--- config.mk ---
export PLATFORM = sky130hd
export DESIGN_NAME = primal_arith_core_flat
export DESIGN_NICKNAME = d
export VERILOG_FILES = /design/src/rtl/primal_pkg.sv /design/src/rtl/primal_arith_core_if.sv /design/src/rtl/primal_stein_gcd.sv /design/src/rtl/primal_arith_core.sv /design/src/flat_wrapper.sv
export SDC_FILE = /design/constraint.sdc
export NUM_CORES = 1
export LEC_CHECK = 0
export ABC_AREA = 1
export BUFFER_PORTS_ARGS = -buffer_cell sky130_fd_sc_hd__buf_4
export CAP_MARGIN = 10
export CORE_MARGIN = 10
export CORE_UTILIZATION = 35
export CTS_BUF_LIST = sky130_fd_sc_hd__clkbuf_16
export CTS_CLUSTER_SIZE = 12
export DETAILED_ROUTE_END_ITERATION = 8
export PLACE_DENSITY = 0.49
export SYNTH_ARGS = -nofsm -noshare
export SYNTH_HDL_FRONTEND = slang
export SYNTH_HIERARCHICAL = 1
export SYNTH_SLANG_ARGS = --single-unit
--- constraint.sdc ---
create_clock -name clk -period 2.85 [get_ports clk]
set_input_delay 0.57 -clock clk [delete_from_list [all_inputs] [get_ports clk]]
set_output_delay 0.57 -clock clk [all_outputs]
set_load 0.005 [all_outputs]
--- src/rtl/primal_pkg.sv ---
// rtl/primal_pkg.sv - shared op/state encodings and GCD guard constant for primal_arith_core
package primal_pkg;

    typedef enum logic [1:0] {
        OP_ADD     = 2'b00,
        OP_MUL     = 2'b01,
        OP_GCD     = 2'b10,
        OP_COPRIME = 2'b11
    } op_e;

    typedef enum logic [2:0] {
        ST_IDLE = 3'd0,
        ST_ADD  = 3'd1,
        ST_MUL  = 3'd2,
        ST_GCD  = 3'd3,
        ST_DONE = 3'd4
    } state_e;

    // Binary GCD gives up after this many steps per operand bit.
    localparam int unsigned GCD_GUARD_MULT = 4;

endpackage

--- src/rtl/primal_arith_core_if.sv ---
// rtl/primal_arith_core_if.sv - request/response handshake bundle for primal_arith_core
interface primal_arith_core_if #(
    parameter int WIDTH = 16
);
    logic             in_valid;
    logic             in_ready;
    logic [1:0]       op;
    logic [WIDTH-1:0] prime_a;
    logic [WIDTH-1:0] prime_b;
    logic             abort;
    logic             out_valid;
    logic             out_ready;
    logic [WIDTH-1:0] result;
    logic [WIDTH-1:0] result_hi;
    logic             constitutional_violation;

    modport master (
        output in_valid, op, prime_a, prime_b, abort, out_ready,
        input  in_ready, out_valid, result, result_hi, constitutional_violation
    );

    modport slave (
        input  in_valid, op, prime_a, prime_b, abort, out_ready,
        output in_ready, out_valid, result, result_hi, constitutional_violation
    );
endinterface

--- src/rtl/primal_stein_gcd.sv ---
// rtl/primal_stein_gcd.sv - iterative binary (Stein) GCD, one step per cycle with step guard
module primal_stein_gcd
    import primal_pkg::*;
#(
    parameter int WIDTH = 16
) (
    input  logic             clk,
    input  logic             rst_n,
    input  logic             start_i,
    input  logic             clear_i,
    input  logic [WIDTH-1:0] a_i,
    input  logic [WIDTH-1:0] b_i,
    output logic             busy_o,
    output logic             done_o,
    output logic [WIDTH-1:0] result_o,
    output logic [WIDTH-1:0] count_o,
    output logic             violation_o
);
    localparam int unsigned     GUARD   = GCD_GUARD_MULT * WIDTH;
    localparam int              CW      = $clog2(GUARD + 1);
    localparam int              KW      = $clog2(WIDTH + 1);
    localparam longint unsigned CNT_MAX = (64'd1 << WIDTH) - 64'd1;

    logic [WIDTH-1:0] a_q, a_d, b_q, b_d;
    logic [KW-1:0]    k_q, k_d;
    logic [CW-1:0]    cnt_q, cnt_d;
    logic             busy_q, busy_d;

    always_comb begin
        a_d         = a_q;
        b_d         = b_q;
        k_d         = k_q;
        cnt_d       = cnt_q;
        busy_d      = busy_q;
        done_o      = 1'b0;
        result_o    = '0;
        violation_o = 1'b0;
        if (clear_i) begin
            busy_d = 1'b0;
        end else if (start_i) begin
            a_d    = a_i;
            b_d    = b_i;
            k_d    = '0;
            cnt_d  = '0;
            busy_d = 1'b1;
        end else if (busy_q) begin
            // Zero operands can only be present on the first cycle: no step ever produces zero.
            if (a_q == '0 && b_q == '0) begin
                done_o      = 1'b1;
                violation_o = 1'b1;
                busy_d      = 1'b0;
            end else if (a_q == '0) begin
                done_o   = 1'b1;
                result_o = b_q;
                busy_d   = 1'b0;
            end else if (b_q == '0) begin
                done_o   = 1'b1;
                result_o = a_q;
                busy_d   = 1'b0;
            end else if (a_q == b_q) begin
                done_o   = 1'b1;
                result_o = a_q << k_q;
                busy_d   = 1'b0;
            end else if (32'(cnt_q) == GUARD) begin
                done_o      = 1'b1;
                violation_o = 1'b1;
                busy_d      = 1'b0;
            end else begin
                cnt_d = cnt_q + 1'b1;
                if (!a_q[0] && !b_q[0]) begin
                    a_d = a_q >> 1;
                    b_d = b_q >> 1;
                    k_d = k_q + 1'b1;
                end else if (!a_q[0]) begin
                    a_d = a_q >> 1;
                end else if (!b_q[0]) begin
                    b_d = b_q >> 1;
                end else if (a_q > b_q) begin
                    a_d = a_q - b_q;
                end else begin
                    b_d = b_q - a_q;
                end
            end
        end
    end

    always_ff @(posedge clk or negedge rst_n) begin
        if (!rst_n) begin
            a_q    <= '0;
            b_q    <= '0;
            k_q    <= '0;
            cnt_q  <= '0;
            busy_q <= 1'b0;
        end else begin
            a_q    <= a_d;
            b_q    <= b_d;
            k_q    <= k_d;
            cnt_q  <= cnt_d;
            busy_q <= busy_d;
        end
    end

    assign busy_o  = busy_q;
    assign count_o = (64'(cnt_q) > CNT_MAX) ? {WIDTH{1'b1}} : WIDTH'(cnt_q);

endmodule

--- src/rtl/primal_arith_core.sv ---
// rtl/primal_arith_core.sv - handshake arithmetic core: ADD, shift-add MUL, GCD and COPRIME
module primal_arith_core
    import primal_pkg::*;
#(
    parameter int WIDTH  = 16,
    parameter bit MUL_EN = 1'b1
) (
    input logic                clk,
    input logic                rst_n,
    primal_arith_core_if.slave bus
);
    localparam int CNTW = $clog2(WIDTH);

    state_e             state_q, state_d;
    op_e                op_q, op_d;
    logic [WIDTH-1:0]   a_q, a_d, b_q, b_d;
    logic [2*WIDTH:0]   prod_q, prod_d;
    logic [CNTW-1:0]    bit_cnt_q, bit_cnt_d;
    logic [WIDTH-1:0]   result_q, result_d;
    logic [WIDTH-1:0]   result_hi_q, result_hi_d;
    logic               viol_q, viol_d;

    logic [WIDTH:0]     add_sum;
    logic [WIDTH:0]     mul_hi_sum;
    logic [2*WIDTH:0]   prod_next;
    logic               mul_last;

    logic               gcd_start, gcd_clear, gcd_busy, gcd_done, gcd_viol, gcd_is_one;
    logic [WIDTH-1:0]   gcd_result, gcd_count;

    assign add_sum    = {1'b0, a_q} + {1'b0, b_q};
    // Upper half carries one spare bit so the partial sum never overflows before the shift.
    assign mul_hi_sum = prod_q[2*WIDTH:WIDTH] + (prod_q[0] ? {1'b0, a_q} : '0);
    assign prod_next  = {mul_hi_sum, prod_q[WIDTH-1:0]} >> 1;
    assign mul_last   = (bit_cnt_q == CNTW'(WIDTH - 1));

    assign gcd_start  = (state_q == ST_IDLE) && bus.in_valid && bus.op[1];
    assign gcd_clear  = (state_q == ST_GCD) && bus.abort;
    assign gcd_is_one = (gcd_result == WIDTH'(1)) && !gcd_viol;

    primal_stein_gcd #(.WIDTH(WIDTH)) u_gcd (
        .clk        (clk),
        .rst_n      (rst_n),
        .start_i    (gcd_start),
        .clear_i    (gcd_clear),
        .a_i        (bus.prime_a),
        .b_i        (bus.prime_b),
        .busy_o     (gcd_busy),
        .done_o     (gcd_done),
        .result_o   (gcd_result),
        .count_o    (gcd_count),
        .violation_o(gcd_viol)
    );

    always_comb begin
        state_d = state_q;
        case (state_q)
            ST_IDLE: begin
                if (bus.in_valid) begin
                    case (op_e'(bus.op))
                        OP_ADD:  state_d = ST_ADD;
                        OP_MUL:  state_d = MUL_EN ? ST_MUL : ST_ADD;
                        default: state_d = ST_GCD;
                    endcase
                end
            end
            ST_ADD:  state_d = bus.abort ? ST_IDLE : ST_DONE;
            ST_MUL: begin
                if (bus.abort)     state_d = ST_IDLE;
                else if (mul_last) state_d = ST_DONE;
            end
            ST_GCD: begin
                if (bus.abort)                 state_d = ST_IDLE;
                else if (gcd_busy && gcd_done) state_d = ST_DONE;
            end
            ST_DONE: if (bus.out_ready) state_d = ST_IDLE;
            default: state_d = ST_IDLE;
        endcase
    end

    always_comb begin
        op_d        = op_q;
        a_d         = a_q;
        b_d         = b_q;
        prod_d      = prod_q;
        bit_cnt_d   = bit_cnt_q;
        result_d    = result_q;
        result_hi_d = result_hi_q;
        viol_d      = viol_q;
        case (state_q)
            ST_IDLE: begin
                if (bus.in_valid) begin
                    op_d      = op_e'(bus.op);
                    a_d       = bus.prime_a;
                    b_d       = bus.prime_b;
                    prod_d    = {{(WIDTH + 1){1'b0}}, bus.prime_b};
                    bit_cnt_d = '0;
                end
            end
            ST_ADD: begin
                if (!bus.abort) begin
                    result_d    = add_sum[WIDTH-1:0];
                    result_hi_d = {{(WIDTH - 1){1'b0}}, add_sum[WIDTH]};
                    // Only reachable with op MUL when the multiplier is not built.
                    viol_d      = (op_q == OP_MUL);
                end
            end
            ST_MUL: begin
                if (!bus.abort) begin
                    prod_d    = prod_next;
                    bit_cnt_d = bit_cnt_q + 1'b1;
                    if (mul_last) begin
                        result_d    = prod_next[WIDTH-1:0];
                        result_hi_d = prod_next[2*WIDTH-1:WIDTH];
                        viol_d      = 1'b0;
                    end
                end
            end
            ST_GCD: begin
                if (!bus.abort && gcd_busy && gcd_done) begin
                    result_d    = (op_q == OP_COPRIME) ? {{(WIDTH - 1){1'b0}}, gcd_is_one}
                                                       : gcd_result;
                    result_hi_d = gcd_count;
                    viol_d      = gcd_viol;
                end
            end
            default: ;
        endcase
    end

    always_ff @(posedge clk or negedge rst_n) begin
        if (!rst_n) begin
            state_q     <= ST_IDLE;
            op_q        <= OP_ADD;
            a_q         <= '0;
            b_q         <= '0;
            prod_q      <= '0;
            bit_cnt_q   <= '0;
            result_q    <= '0;
            result_hi_q <= '0;
            viol_q      <= 1'b0;
        end else begin
            state_q     <= state_d;
            op_q        <= op_d;
            a_q         <= a_d;
            b_q         <= b_d;
            prod_q      <= prod_d;
            bit_cnt_q   <= bit_cnt_d;
            result_q    <= result_d;
            result_hi_q <= result_hi_d;
            viol_q      <= viol_d;
        end
    end

    assign bus.in_ready                 = (state_q == ST_IDLE);
    assign bus.out_valid                = (state_q == ST_DONE);
    assign bus.result                   = result_q;
    assign bus.result_hi                = result_hi_q;
    assign bus.constitutional_violation = viol_q;

endmodule

--- src/flat_wrapper.sv ---
// flat-port wrapper written by rule: the top's interface ports become plain ports
module primal_arith_core_flat import primal_pkg::*;
#(
    parameter int WIDTH  = 16,
    parameter bit MUL_EN = 1'b1
)
  (clk, rst_n, bus_in_valid, bus_op, bus_prime_a, bus_prime_b, bus_abort, bus_out_ready, bus_in_ready, bus_out_valid, bus_result, bus_result_hi, bus_constitutional_violation);
  primal_arith_core_if #(.WIDTH(WIDTH)) bus_i ();
  input logic clk;
  input logic rst_n;
  input wire logic [$bits(bus_i.in_valid)-1:0] bus_in_valid;
  input wire logic [$bits(bus_i.op)-1:0] bus_op;
  input wire logic [$bits(bus_i.prime_a)-1:0] bus_prime_a;
  input wire logic [$bits(bus_i.prime_b)-1:0] bus_prime_b;
  input wire logic [$bits(bus_i.abort)-1:0] bus_abort;
  input wire logic [$bits(bus_i.out_ready)-1:0] bus_out_ready;
  output wire logic [$bits(bus_i.in_ready)-1:0] bus_in_ready;
  output wire logic [$bits(bus_i.out_valid)-1:0] bus_out_valid;
  output wire logic [$bits(bus_i.result)-1:0] bus_result;
  output wire logic [$bits(bus_i.result_hi)-1:0] bus_result_hi;
  output wire logic [$bits(bus_i.constitutional_violation)-1:0] bus_constitutional_violation;
  assign bus_i.in_valid = bus_in_valid;
  assign bus_i.op = bus_op;
  assign bus_i.prime_a = bus_prime_a;
  assign bus_i.prime_b = bus_prime_b;
  assign bus_i.abort = bus_abort;
  assign bus_i.out_ready = bus_out_ready;
  assign bus_in_ready = bus_i.in_ready;
  assign bus_out_valid = bus_i.out_valid;
  assign bus_result = bus_i.result;
  assign bus_result_hi = bus_i.result_hi;
  assign bus_constitutional_violation = bus_i.constitutional_violation;
  primal_arith_core #(.WIDTH(WIDTH), .MUL_EN(MUL_EN)) u_core (.clk(clk), .rst_n(rst_n), .bus(bus_i));
endmodule
After elaboration in Yosys (flattened, before gate mapping)

Index checks and enable logic that the tools add are counted.

Shift-type cells: 1
Magnitude comparators: 1
$add $sub $neg: 7
Bitwise logic cells: 1
Eq/ne operators: 27
Reduce and logical (&&, ||, !) cells: 31
Muxes and demuxes: 99

Operators by type and width:

| cell                                                                    | number |
|---|---|
| 16-bit 2-to-1 mux                                                       | 39 |
| 16-bit one-hot mux with 3 select lines                                  | 2 |
| 33-bit 2-to-1 mux                                                       | 2 |
| 33-bit one-hot mux with 2 select lines                                  | 1 |
| 7-bit 2-to-1 mux                                                        | 7 |
| 5-bit 2-to-1 mux                                                        | 8 |
| 16-bit logical NOT                                                      | 2 |
| 16-bit subtractor                                                       | 2 |
| 1-bit 2-to-1 mux                                                        | 27 |
| 3-bit 2-to-1 mux                                                        | 7 |
| 9-bit AND reduction                                                     | 2 |
| 16-bit by 16-bit adder with 17-bit output                               | 1 |
| 17-bit adder                                                            | 1 |
| 16-bit by 1-bit equality test with 1-bit output, second input constant  | 1 |
| 16-bit equality test                                                    | 1 |
| 16-bit greater-than comparator                                          | 1 |
| 8-bit AND reduction                                                     | 2 |
| 16-bit by 5-bit << shifter with 16-bit output                           | 1 |
| 3-bit one-hot mux with 5 select lines                                   | 1 |
| 2-bit by 1-bit inequality test with 1-bit output, second input constant | 6 |
| 2-bit inequality test, second input constant                            | 5 |
| 1-bit logical AND                                                       | 9 |
| 4-bit 2-to-1 mux                                                        | 2 |
| 4-bit by 1-bit inequality test with 1-bit output, second input constant | 2 |
| other kinds (27)                                                        | 35 |

Input bits: 39
Register bits: 152
Output and inout bits: 35
Word-level logic and storage cells: 183

Longest topological paths before layout

Gate-level depths: netlist of run 1.

Depth in word-level cells: 14
Gate-level depth with buffers: 22
Depth with buffers taken out: 19

Hierarchy

Netlist of run 1, hierarchy kept.

By module, submodules not included:

| module            | seq. area each (um^2) | area each (um^2) | times used | cells each |
|---|---|---|---|---|
| primal_arith_core | 2,652.5               | 6,800.3          | 1          | 966 |
| primal_stein_gcd  | 1,126.1               | 5,846.9          | 1          | 1,018 |

Worst setup path before layout of run 1

No wires, ideal clock.

Path type: reg2reg
Start: reg u_core.state_q[0]
End: reg u_core.result_q[0] (netlist: u_core/bus.result[0])
Library setup time: 0.078 ns
Buffers on the path: 3
Setup slack: 0.220 ns
Arrival: 2.553 ns
Period minus slack after synthesis: 2.630 ns
Required time: 2.772 ns
Cell stages (with the launch flop): 22
Cells stage by stage: dfrtp_1 -> nor2_1 -> inv_1 -> nor2_2 -> nand2_2 -> inv_2 -> nand2_1 -> inv_1 -> buf_2 -> inv_1 -> buf_2 -> nand2_1 -> nor2_1 -> clkbuf_1 -> o21ai_0 -> nor2_1 -> or2_2 -> nor2_1 -> nand3_1 -> nand2_1 -> nand3_1 -> a21boi_1

Word-level cells in the longest chain between the ends: 10
Elaborated cells on any way between the ends: 26
Those cells by class: eq/ne (8); mux (9); reduce/logical (9)

Ends and longest elaborated chain:

| item                                            | line                     | text |
|---|---|---|
| start, declared                                 | primal_arith_core.sv:14  | `state_e state_q, state_d;` |
| start signal, assigned                          | primal_arith_core.sv:143 | `state_q <= state_d;` |
| 3-bit logical NOT                               | n/a                      |  |
| via bus_in_ready                                | flat_wrapper.sv:17       | `output wire logic [$bits(bus_i.in_ready)-1:0] bus_in_ready;` |
| 1-bit logical AND (2 in series)                 | primal_arith_core.sv:37  | `assign gcd_start = (state_q == ST_IDLE) && bus.in_valid && bus.op[1];` |
| via u_core.gcd_start                            | primal_arith_core.sv:28  | `logic gcd_start, gcd_clear, gcd_busy, gcd_done, gcd_viol, gcd_is_one;` |
| 16-bit 2-to-1 mux                               | primal_stein_gcd.sv:40   | `end else if (start_i) begin` |
| 16-bit 2-to-1 mux                               | primal_stein_gcd.sv:38   | `if (clear_i) begin` |
| via u_core.gcd_result[6]                        | primal_arith_core.sv:29  | `logic [WIDTH-1:0] gcd_result, gcd_count;` |
| 16-bit by 1-bit equality test with 1-bit output | primal_arith_core.sv:39  | `assign gcd_is_one = (gcd_result == WIDTH'(1)) && !gcd_viol;` |
| 1-bit logical AND                               | primal_arith_core.sv:39  |  |
| 16-bit 2-to-1 mux                               | primal_arith_core.sv:121 | `result_d = (op_q == OP_COPRIME) ? {{(WIDTH - 1){1'b0}}, gcd_is_one}` |
| 16-bit 2-to-1 mux                               | primal_arith_core.sv:120 | `if (!bus.abort && gcd_busy && gcd_done) begin` |
| 16-bit one-hot mux with 3 select lines          | primal_arith_core.sv:90  | `case (state_q)` |
| end signal, assigned                            | primal_arith_core.sv:149 | `result_q <= result_d;` |
| end, declared                                   | primal_arith_core.sv:19  | `logic [WIDTH-1:0] result_q, result_d;` |

The timed path passes the listed nets, and every way through them passes these cells. The select of a mux whose other input is x is not followed.
A chain may end at the register's enable or synchronous reset.

Final worst setup path of run 1

Start: reg u_core.u_gcd.b_q[0]
End: reg u_core.u_gcd.a_q[5]

Word-level cells in the longest chain between the ends: 12
Elaborated cells on any way between the ends: 24
Those cells by class: add/sub (1); order compare (1); eq/ne (6); mux (11); reduce/logical (5)

Ends and longest elaborated chain:

| item                   | line                   | text |
|---|---|---|
| start, declared        | primal_stein_gcd.sv:24 | `logic [WIDTH-1:0] a_q, a_d, b_q, b_d;` |
| start signal, assigned | primal_stein_gcd.sv:90 | `b_q <= '0;` |
| start signal, assigned | primal_stein_gcd.sv:96 | `b_q <= b_d;` |
| 16-bit subtractor      | primal_stein_gcd.sv:79 | `a_d = a_q - b_q;` |
| 16-bit 2-to-1 mux      | primal_stein_gcd.sv:78 | `end else if (a_q > b_q) begin` |
| 16-bit 2-to-1 mux      | primal_stein_gcd.sv:76 | `end else if (!b_q[0]) begin` |
| 16-bit 2-to-1 mux      | primal_stein_gcd.sv:74 | `end else if (!a_q[0]) begin` |
| 16-bit 2-to-1 mux      | primal_stein_gcd.sv:70 | `if (!a_q[0] && !b_q[0]) begin` |
| 16-bit 2-to-1 mux      | primal_stein_gcd.sv:64 | `end else if (32'(cnt_q) == GUARD) begin` |
| 16-bit 2-to-1 mux      | primal_stein_gcd.sv:60 | `end else if (a_q == b_q) begin` |
| 16-bit 2-to-1 mux      | primal_stein_gcd.sv:56 | `end else if (b_q == '0) begin` |
| 16-bit 2-to-1 mux      | primal_stein_gcd.sv:52 | `end else if (a_q == '0) begin` |
| 16-bit 2-to-1 mux      | primal_stein_gcd.sv:48 | `if (a_q == '0 && b_q == '0) begin` |
| 16-bit 2-to-1 mux      | primal_stein_gcd.sv:46 | `end else if (busy_q) begin` |
| 16-bit 2-to-1 mux      | primal_stein_gcd.sv:40 |  |
| end signal, assigned   | primal_stein_gcd.sv:89 | `a_q <= '0;` |
| end signal, assigned   | primal_stein_gcd.sv:95 | `a_q <= a_d;` |
| end, declared          | primal_stein_gcd.sv:24 |  |

Parallel ways exist; a longest one is shown, timed or not. The select of a mux whose other input is x is not followed.

==> flow_metrics.tcl, run 1 <==
set metrics [dict create \
    status "finished, final reports clean" \
    worstMarginPinSlew_ns 0.714 \
    die_h_um 210 \
    clk_pin_slew_worst_paths_ns 0.07 \
    grt_max_degree 63 \
    p_leak_nw 8.08 \
    cts_root_buf "clkbuf_16" \
    seq_area_frac_synth 0.299 \
    drc_errors 0 \
    synthFlopType "dfrtp_1" \
    clock.fmax_mhz 371 \
    antenna_found_initial 0 \
    cp.depth 18 \
    antenna_left 0 \
    syn_to_final_growth_pct 18.0 \
    via_per_inst 5.10 \
    route.met3.wl_um 2060 \
    h-tree-depth 4 \
    cp_max_fo 14 \
    final_max_slew_viol_count 0 \
    ir_worst_vdd_mv 0.565 \
    ys_async_sr_fraction 1.00 \
    fin_crit_sh 0.945 \
    route.met2.wl_um 23900 \
    layout_commonest_cell "nand2_1" \
    r2r-end "u_core/u_gcd/a_q[5]$_DFFE_PN0P_" \
    overflow 0 \
    synth_edf_count 0 \
    path_common_cell "nand2_1" \
    core_area_sq_mm 0.0356 \
    crit_arrival_ns 3.07 \
    worstPathRequired_ns 3.23 \
    start_util 0.356 \
    power_density_mw_per_mm2 1360 \
    grt_pass1_wl_um 77200 \
    ys_types 53 \
    finalHoldViolations 0 \
    max_slew_margin 0.520 \
    synth_area_leaders "dfrtp_1 (30%), nand2_1 (20%), inv_1 (7.7%)" \
    cts.sinks 151 \
    wirelength_um 50700 \
    vias 13200 \
    io_buffers 73 \
    path_buf_inv 4 \
    grt_usage 0.225 \
    post-dp-hpwl_um 40200 \
    synthCells 1984 \
    cts_tree "yes" \
    worst_path_dominant_cell_family "simple AND/OR/NAND/NOR gates" \
    synth_top_area_frac 0.299 \
    holdBufCountCts 0 \
    mostFrequentLayoutCells "nand2_1 (667), inv_1 (260), nor2_1 (185)" \
    netlist_area_sq_mm 0.0126 \
    synth_top_cell_by_area "dfrtp_1" \
    rows 69 \
    final_nets 2226 \
    clk_latency_ns 0.44 \
    crit_path_max_incr_delay_ns 0.38 \
    ys_warn_count 6 \
    globalplace.congestion 0.960 \
    clockBufferDepth 2 \
    reg2reg_from "u_core/u_gcd/b_q[0]$_DFFE_PN0P_" \
    firstDrtPassIters 6 \
    wire_per_inst_um 19.6 \
    reg2reg_slack_ns 0.16 \
    tns_ns 0 \
    setup_violations 0 \
    critPathLaunchType "register" \
    fin_skew_ns 0.0110 \
    hold_path_class "primary input to asynchronous set/reset pin" \
    diodes 0 \
    io_pins 74 \
    numCtsBuffers 17 \
    cp-startpoint "u_core/u_gcd/b_q[0]$_DFFE_PN0P_" \
    path_class "register to register" \
    path_cells "buf_4 -> ha_1 -> inv_1 -> fa_1 -> nand3_1 -> nand3_1 -> nand2_1 -> nand2_1 -> nand2_2 -> nand2_4 -> nand2_4 -> buf_4 -> nand2_4 -> nand3_4 -> buf_12 -> nor2_1 -> nand2_1 -> nand2_1" \
    grt_pass1_vias 13000 \
    fin_crit_ns 2.69 \
    r2r_cells 18 \
    die-area_sq_mm 0.0441 \
    met1_length_um 22800 \
    cap_violations 0 \
    drive_gt1_frac 0.131 \
    first_iter_violations 910 \
    avgSynthCellArea_sq_um 6.37 \
    die_w_um 210 \
    cp-end-kind "register" \
    ys_seq_elements 151 \
    highest_layer "met4" \
    critPathSlowestCell "dfrtp_1" \
    p_total_mw 20.3 \
]
-- logic make-up after synthesis --
group                    synth area share
multiplexers                     0.000791
buffers and inverters               0.112
XOR/XNOR                           0.0132
other                            0.000297
AO/OA/AOI/OAI                       0.140
flip-flops                          0.299
adder cells (fa/ha/maj)            0.0746
AND/OR/NAND/NOR                     0.360
-- sequential cells by signal, indices dropped and copies added (netlist names) --
signal	count
u_core/op_q	2
u_core/state_q	3
u_core/u_gcd/busy_o	1
u_core/u_gcd/a_q	16
u_core/u_gcd/b_q	16
u_core/bus.constitutional_violation	1
u_core/a_q	16
u_core/b_q	16
u_core/prod_q	32
u_core/bus.result_hi	16
u_core/bus.result	16
u_core/u_gcd/k_q	5
u_core/u_gcd/cnt_q	7
u_core/bit_cnt_q	4
-- per-layer routing --
layer  GRT usage  up-vias
met2       0.372      355
met5           0        -
li1            -     6530
met4      0.0938        0
met3      0.0300       94
met1       0.290     6223
-- stage by stage --
step | setup WS [ns] | utilization | hold slack [ns] | cell area, sq um | instances
finish | 0.157 | 0.420 | 0.146 | 14900 | 2587
global route | -0.00960 | 0.420 | 0.183 | 14900 | 2587
CTS | 0.0789 | 0.416 | 0.163 | 14800 | 2580
detailed placement | 0.0959 | 0.400 | 0.474 | 14200 | 2549
global placement | 0.0857 | 0.400 | 0.472 | 14200 | 2549
floorplan | 0.220 | - | 0.274 | 12700 | 1992
-- how the worst max path moves through the flow --
stage | end | slack (ns)
after global placement | u_core/bus.result[0]$_DFFE_PN0P_ | 0.09
after detailed placement | u_core/bus.result[0]$_DFFE_PN0P_ | 0.1
final | u_core/u_gcd/a_q[5]$_DFFE_PN0P_ | 0.16
after floorplan | u_core/bus.result[0]$_DFFE_PN0P_ | 0.22
after CTS | u_core/bus.result[0]$_DFFE_PN0P_ | 0.08
after global routing | u_core/bus.result[0]$_DFFE_PN0P_ | -0.01
-- what timing repair did --
action / in CTS / in global routing
resized for setup: 0 / 19
setup endpoints to repair: 0 / 24
buffers inserted: 0 / 5
-- synthesized netlist by cell type, types with 2 or more instances --
| master | n |
|---|---|
| a2bb2oi_1 | 4 |
| buf_2 | 22 |
| a2bb2oi_2 | 4 |
| nand3_1 | 117 |
| a21oi_1 | 108 |
| or2_1 | 15 |
| nor3_1 | 15 |
| nor2_1 | 190 |
| nand3_2 | 2 |
| dfrtp_1 | 151 |
| fa_1 | 4 |
| a31oi_1 | 17 |
| nand3b_1 | 5 |
| o21ai_0 | 131 |
| o31ai_1 | 13 |
| a21boi_1 | 13 |
| nand2_2 | 7 |
| and2_1 | 4 |
| buf_4 | 14 |
| clkbuf_1 | 35 |
| inv_1 | 258 |
| xnor2_1 | 6 |
| a211oi_1 | 2 |
| xor2_1 | 13 |
| nor2_2 | 12 |
| buf_6 | 5 |
| o211ai_1 | 10 |
| nand2_1 | 668 |
| ha_1 | 69 |
| nor3b_1 | 2 |
| nor2_4 | 3 |
| or2_2 | 11 |
| nor4_1 | 3 |
| nand3_4 | 2 |
| nand4_1 | 15 |
| a21boi_0 | 2 |
| nand2_4 | 7 |
| inv_2 | 6 |
| o21ai_1 | 5 |
-- power breakdown --
group	internal, mW	switching (mW)
Clock	1.36	0.992
Sequential	3.14	0.860
Combinational	5.00	8.96
Total	9.51	10.8
-- final cells by class --
cell class	count	area (sq um)
clock buffers	17	425
clock inverters	14	159
fillers	3863	20600
inverters	267	1010
multi-input cells	1497	7520
flip-flops and latches	151	3780
well taps	461	577
repair buffers	180	1450
-- worst reg2reg max path: cells and delay by family (launching register included) --
family | cells | cell delay, ns
adders and majority gates | 2 | 0.42
DFF | 1 | 0.38
and+or+nand+nor | 12 | 1.23
buffers and inverters | 4 | 0.60
No activity file was read; power rests on OpenSTA's default activity.
==> run 2, diff against run 1 <==
- REMOVE_ABC_BUFFERS: default -> 1
- SETUP_SLACK_MARGIN: default -> 0.5
- SYNTH_HIERARCHICAL: 1 -> default
==> run 2 against run 1 <==
Compared with the run above: worst hold slack worse by 0.021 ns; maximum frequency is 5.1% higher; sequential share of layout area is 1.0 points lower; cell count is 11% lower; design area is 4.4% higher; highest routed layer unchanged; sequential power hardly changed; largest power group unchanged.
==> flow_metrics.tcl, run 2 <==
set metrics [dict create \
    grt_pass1_vias 12100 \
    cp_max_fo 6 \
    clockBufferDepth 2 \
    drc_errors 0 \
    first_iter_violations 990 \
    cts_root_buf "clkbuf_16" \
    ys_warn_count 0 \
    grt_util_met1 0.286 \
    crit_arrival_ns 2.89 \
    clock.fmax_mhz 390 \
    final_max_slew_viol_count 0 \
    p_leak_nw 7.55 \
    synth_top_area_frac 0.327 \
    synth_common_cells "nand2_1 (451), inv_1 (166), nor2_1 (158)" \
    core_area_sq_mm 0.0325 \
    numCtsBuffers 17 \
    top_usage_layer "met2" \
    setup_violations 0 \
    path_common_cell "nand2_2" \
    reg2reg_from "u_core.u_gcd.a_q[0]$_DFFE_PN0P_" \
    grt_usage 0.224 \
    holdBufCountCts 0 \
    vias 12100 \
    fin_crit_sh 0.899 \
    fin_skew_ns 0.0101 \
    grt_pass1_wl_um 71000 \
    critPathLaunchType "register" \
    die_h_um 202 \
    globalplace.congestion 0.934 \
    drive_gt1_frac 0.283 \
    diodes 0 \
    avgSynthCellArea_sq_um 6.98 \
    netlist_area_sq_mm 0.0115 \
    path_cells "inv_2 -> ha_4 -> inv_4 -> fa_2 -> a21oi_4 -> o21ai_4 -> nand2_2 -> o2111ai_2 -> nand2_2 -> clkinv_4 -> nand3_4 -> nand2_4 -> buf_8 -> clkinv_8 -> buf_12 -> o21ai_1" \
    status "finished, final reports clean" \
    final_area_sq_mm 0.0156 \
    cts_tree "yes" \
    reg2reg_slack_ns 0.29 \
    fin_crit_ns 2.56 \
    io_buffers 73 \
    firstDrtPassIters 7 \
    hold_path_class "primary input to asynchronous set/reset pin" \
    r2r-end "u_core.u_gcd.b_q[1]$_DFFE_PN0P_" \
    worstPathRequired_ns 3.18 \
    ys_async_sr_fraction 1.00 \
    rsz0062_at_grt "yes" \
    rows 66 \
    path_class "register to register" \
    antenna_left 0 \
    die_w_um 202 \
    io_pins 74 \
    use_met3 0.0349 \
    wire_per_inst_um 20.2 \
    final_nets 1966 \
    overflow 0 \
    r2r_cells 16 \
    clk_pin_slew_worst_paths_ns 0.07 \
    clk_latency_ns 0.45 \
    cap_violations 0 \
    layout_commonest_cell "nand2_1" \
    crit_path_max_incr_delay_ns 0.42 \
    start_util 0.355 \
    die-area_sq_mm 0.0407 \
    regMostFlops "u_core.prod_q" \
    synth_edf_count 0 \
    cts.sinks 151 \
    synth_top_cell_by_area "dfrtp_1" \
    synthFlopType "dfrtp_1" \
    seq_area_frac_synth 0.327 \
    final_core_util 0.479 \
    power_density_mw_per_mm2 1410 \
    grt_max_degree 68 \
    mostFrequentLayoutCells "nand2_1 (428), buf_4 (204), inv_1 (145)" \
    ir_worst_vdd_mv 0.734 \
    ys_types 55 \
    post-dp-hpwl_um 34300 \
    max_slew_margin 0.509 \
    ys_seq_elements 151 \
    use_met2 0.376 \
    wirelength_um 46700 \
    yosysMostFrequentCell "nand2_1" \
    synthCells 1655 \
    antenna_found_initial 0 \
    postPlaceCellArea_sq_mm 0.0130 \
    syn_to_final_growth_pct 34.9 \
    finalHoldViolations 0 \
    cp-end-kind "register" \
    critPathSlowestCell "fa_2" \
    via_per_inst 5.25 \
    synth_area_leaders "dfrtp_1 (33%), nand2_1 (15%), ha_1 (7.6%)" \
    largest_reg_flops 32 \
    worstMarginPinSlew_ns 0.737 \
    h-tree-depth 4 \
]
-- run 2: cell count changes after synthesis, moves of 13 or more --
| cell | previous run | this run |
|---|---|---|
| nand2_1 | 668 | 451 |
| inv_1 | 258 | 166 |
| nor2_1 | 190 | 158 |
| xor2_1 | 13 | 29 |
| or2_1 | 15 | 0 |
| o21ai_0 | 131 | 145 |
| a21boi_1 | 13 | 0 |
-- run 2: repair_timing --
| item | CTS | global route |
|---|---|---|
| pin swaps | 50 | 61 |
| gates resized for setup | 161 | 145 |
| setup endpoints to repair | 75 | 80 |
| gates cloned | 10 | 0 |
| setup buffers | 43 | 32 |
-- run 2: layer usage --
metal	share of wire	vias up
met5	0	-
met4	0.032	0
met3	0.055	96
met2	0.48	403
met1	0.44	5791
li1	-	5832
-- run 2: worst max path at each step --
stage,from,to,slack (ns),depth (start not counted)
after floorplan,u_core.state_q[1]$_DFFE_PN0P_,u_core.bus.result[14]$_DFFE_PN0P_,-0.20,12
after global placement,u_core.u_gcd.a_q[0]$_DFFE_PN0P_,u_core.u_gcd.b_q[8]$_DFFE_PN0P_,-0.34,14
after detailed placement,u_core.u_gcd.a_q[0]$_DFFE_PN0P_,u_core.u_gcd.b_q[8]$_DFFE_PN0P_,-0.36,14
after CTS,u_core.u_gcd.b_q[0]$_DFFE_PN0P_,u_core.u_gcd.b_q[8]$_DFFE_PN0P_,0.30,14
after global routing,u_core.u_gcd.a_q[0]$_DFFE_PN0P_,u_core.u_gcd.b_q[1]$_DFFE_PN0P_,0.23,16
final,u_core.u_gcd.a_q[0]$_DFFE_PN0P_,u_core.u_gcd.b_q[1]$_DFFE_PN0P_,0.29,16
-- run 2: cell families (layout without fill, tap and decap cells) --
kind of cell | count (synthesis) | after routing | synth area share
AOI/OAI and AO/OA | 353 | 353 | 0.181
DFF | 151 | 151 | 0.327
xor gates and xnor gates | 40 | 40 | 0.0303
and+or+nand+nor | 788 | 792 | 0.289
buffers and inverters | 249 | 456 | 0.0893
adders and majority gates | 74 | 74 | 0.0828
-- run 2: area by class of cell --
class,instances,area [sq um]
fillers,3293,17000
multi-input cells,1259,7780
flip-flops and latches,151,3790
repair buffers,235,2040
inverters,187,759
well taps,442,553
clock buffers,17,425
clock inverters,15,201
repair inverters,2,18.8
-- run 2: worst max-delay path: cells and delay by family (launching register included) --
family	cells	cell delay [ns]
AO/OA/AOI/OAI	4	0.44
adder cells (fa/ha/maj)	2	0.59
buffers and inverters	6	0.60
flip-flops	1	0.41
AND/OR/NAND/NOR	4	0.43
-- run 2: through the flow --
step / hold WS [ns] / instances / TNS [ns] / worst slack (ns) / power [mW]
6_report: 0.125 / 2308 / 0 / 0.288 / 22.0
5_1_grt: 0.179 / 2308 / 0 / 0.230 / 23.5
4_1_cts: 0.155 / 2276 / 0 / 0.298 / 20.5
3_5_place_dp: 0.468 / 2191 / -1.99 / -0.357 / 15.7
3_3_place_gp: 0.464 / 2191 / -1.73 / -0.343 / 15.7
2_1_floorplan: 0.274 / 1593 / -1.57 / -0.197 / 11.3
-- run 2: power breakdown --
group	switching, mW	leakage [nW]	internal (mW)
Clock	1.04	0.310	1.47
Combinational	9.29	5.34	6.16
Sequential	0.878	1.90	3.15
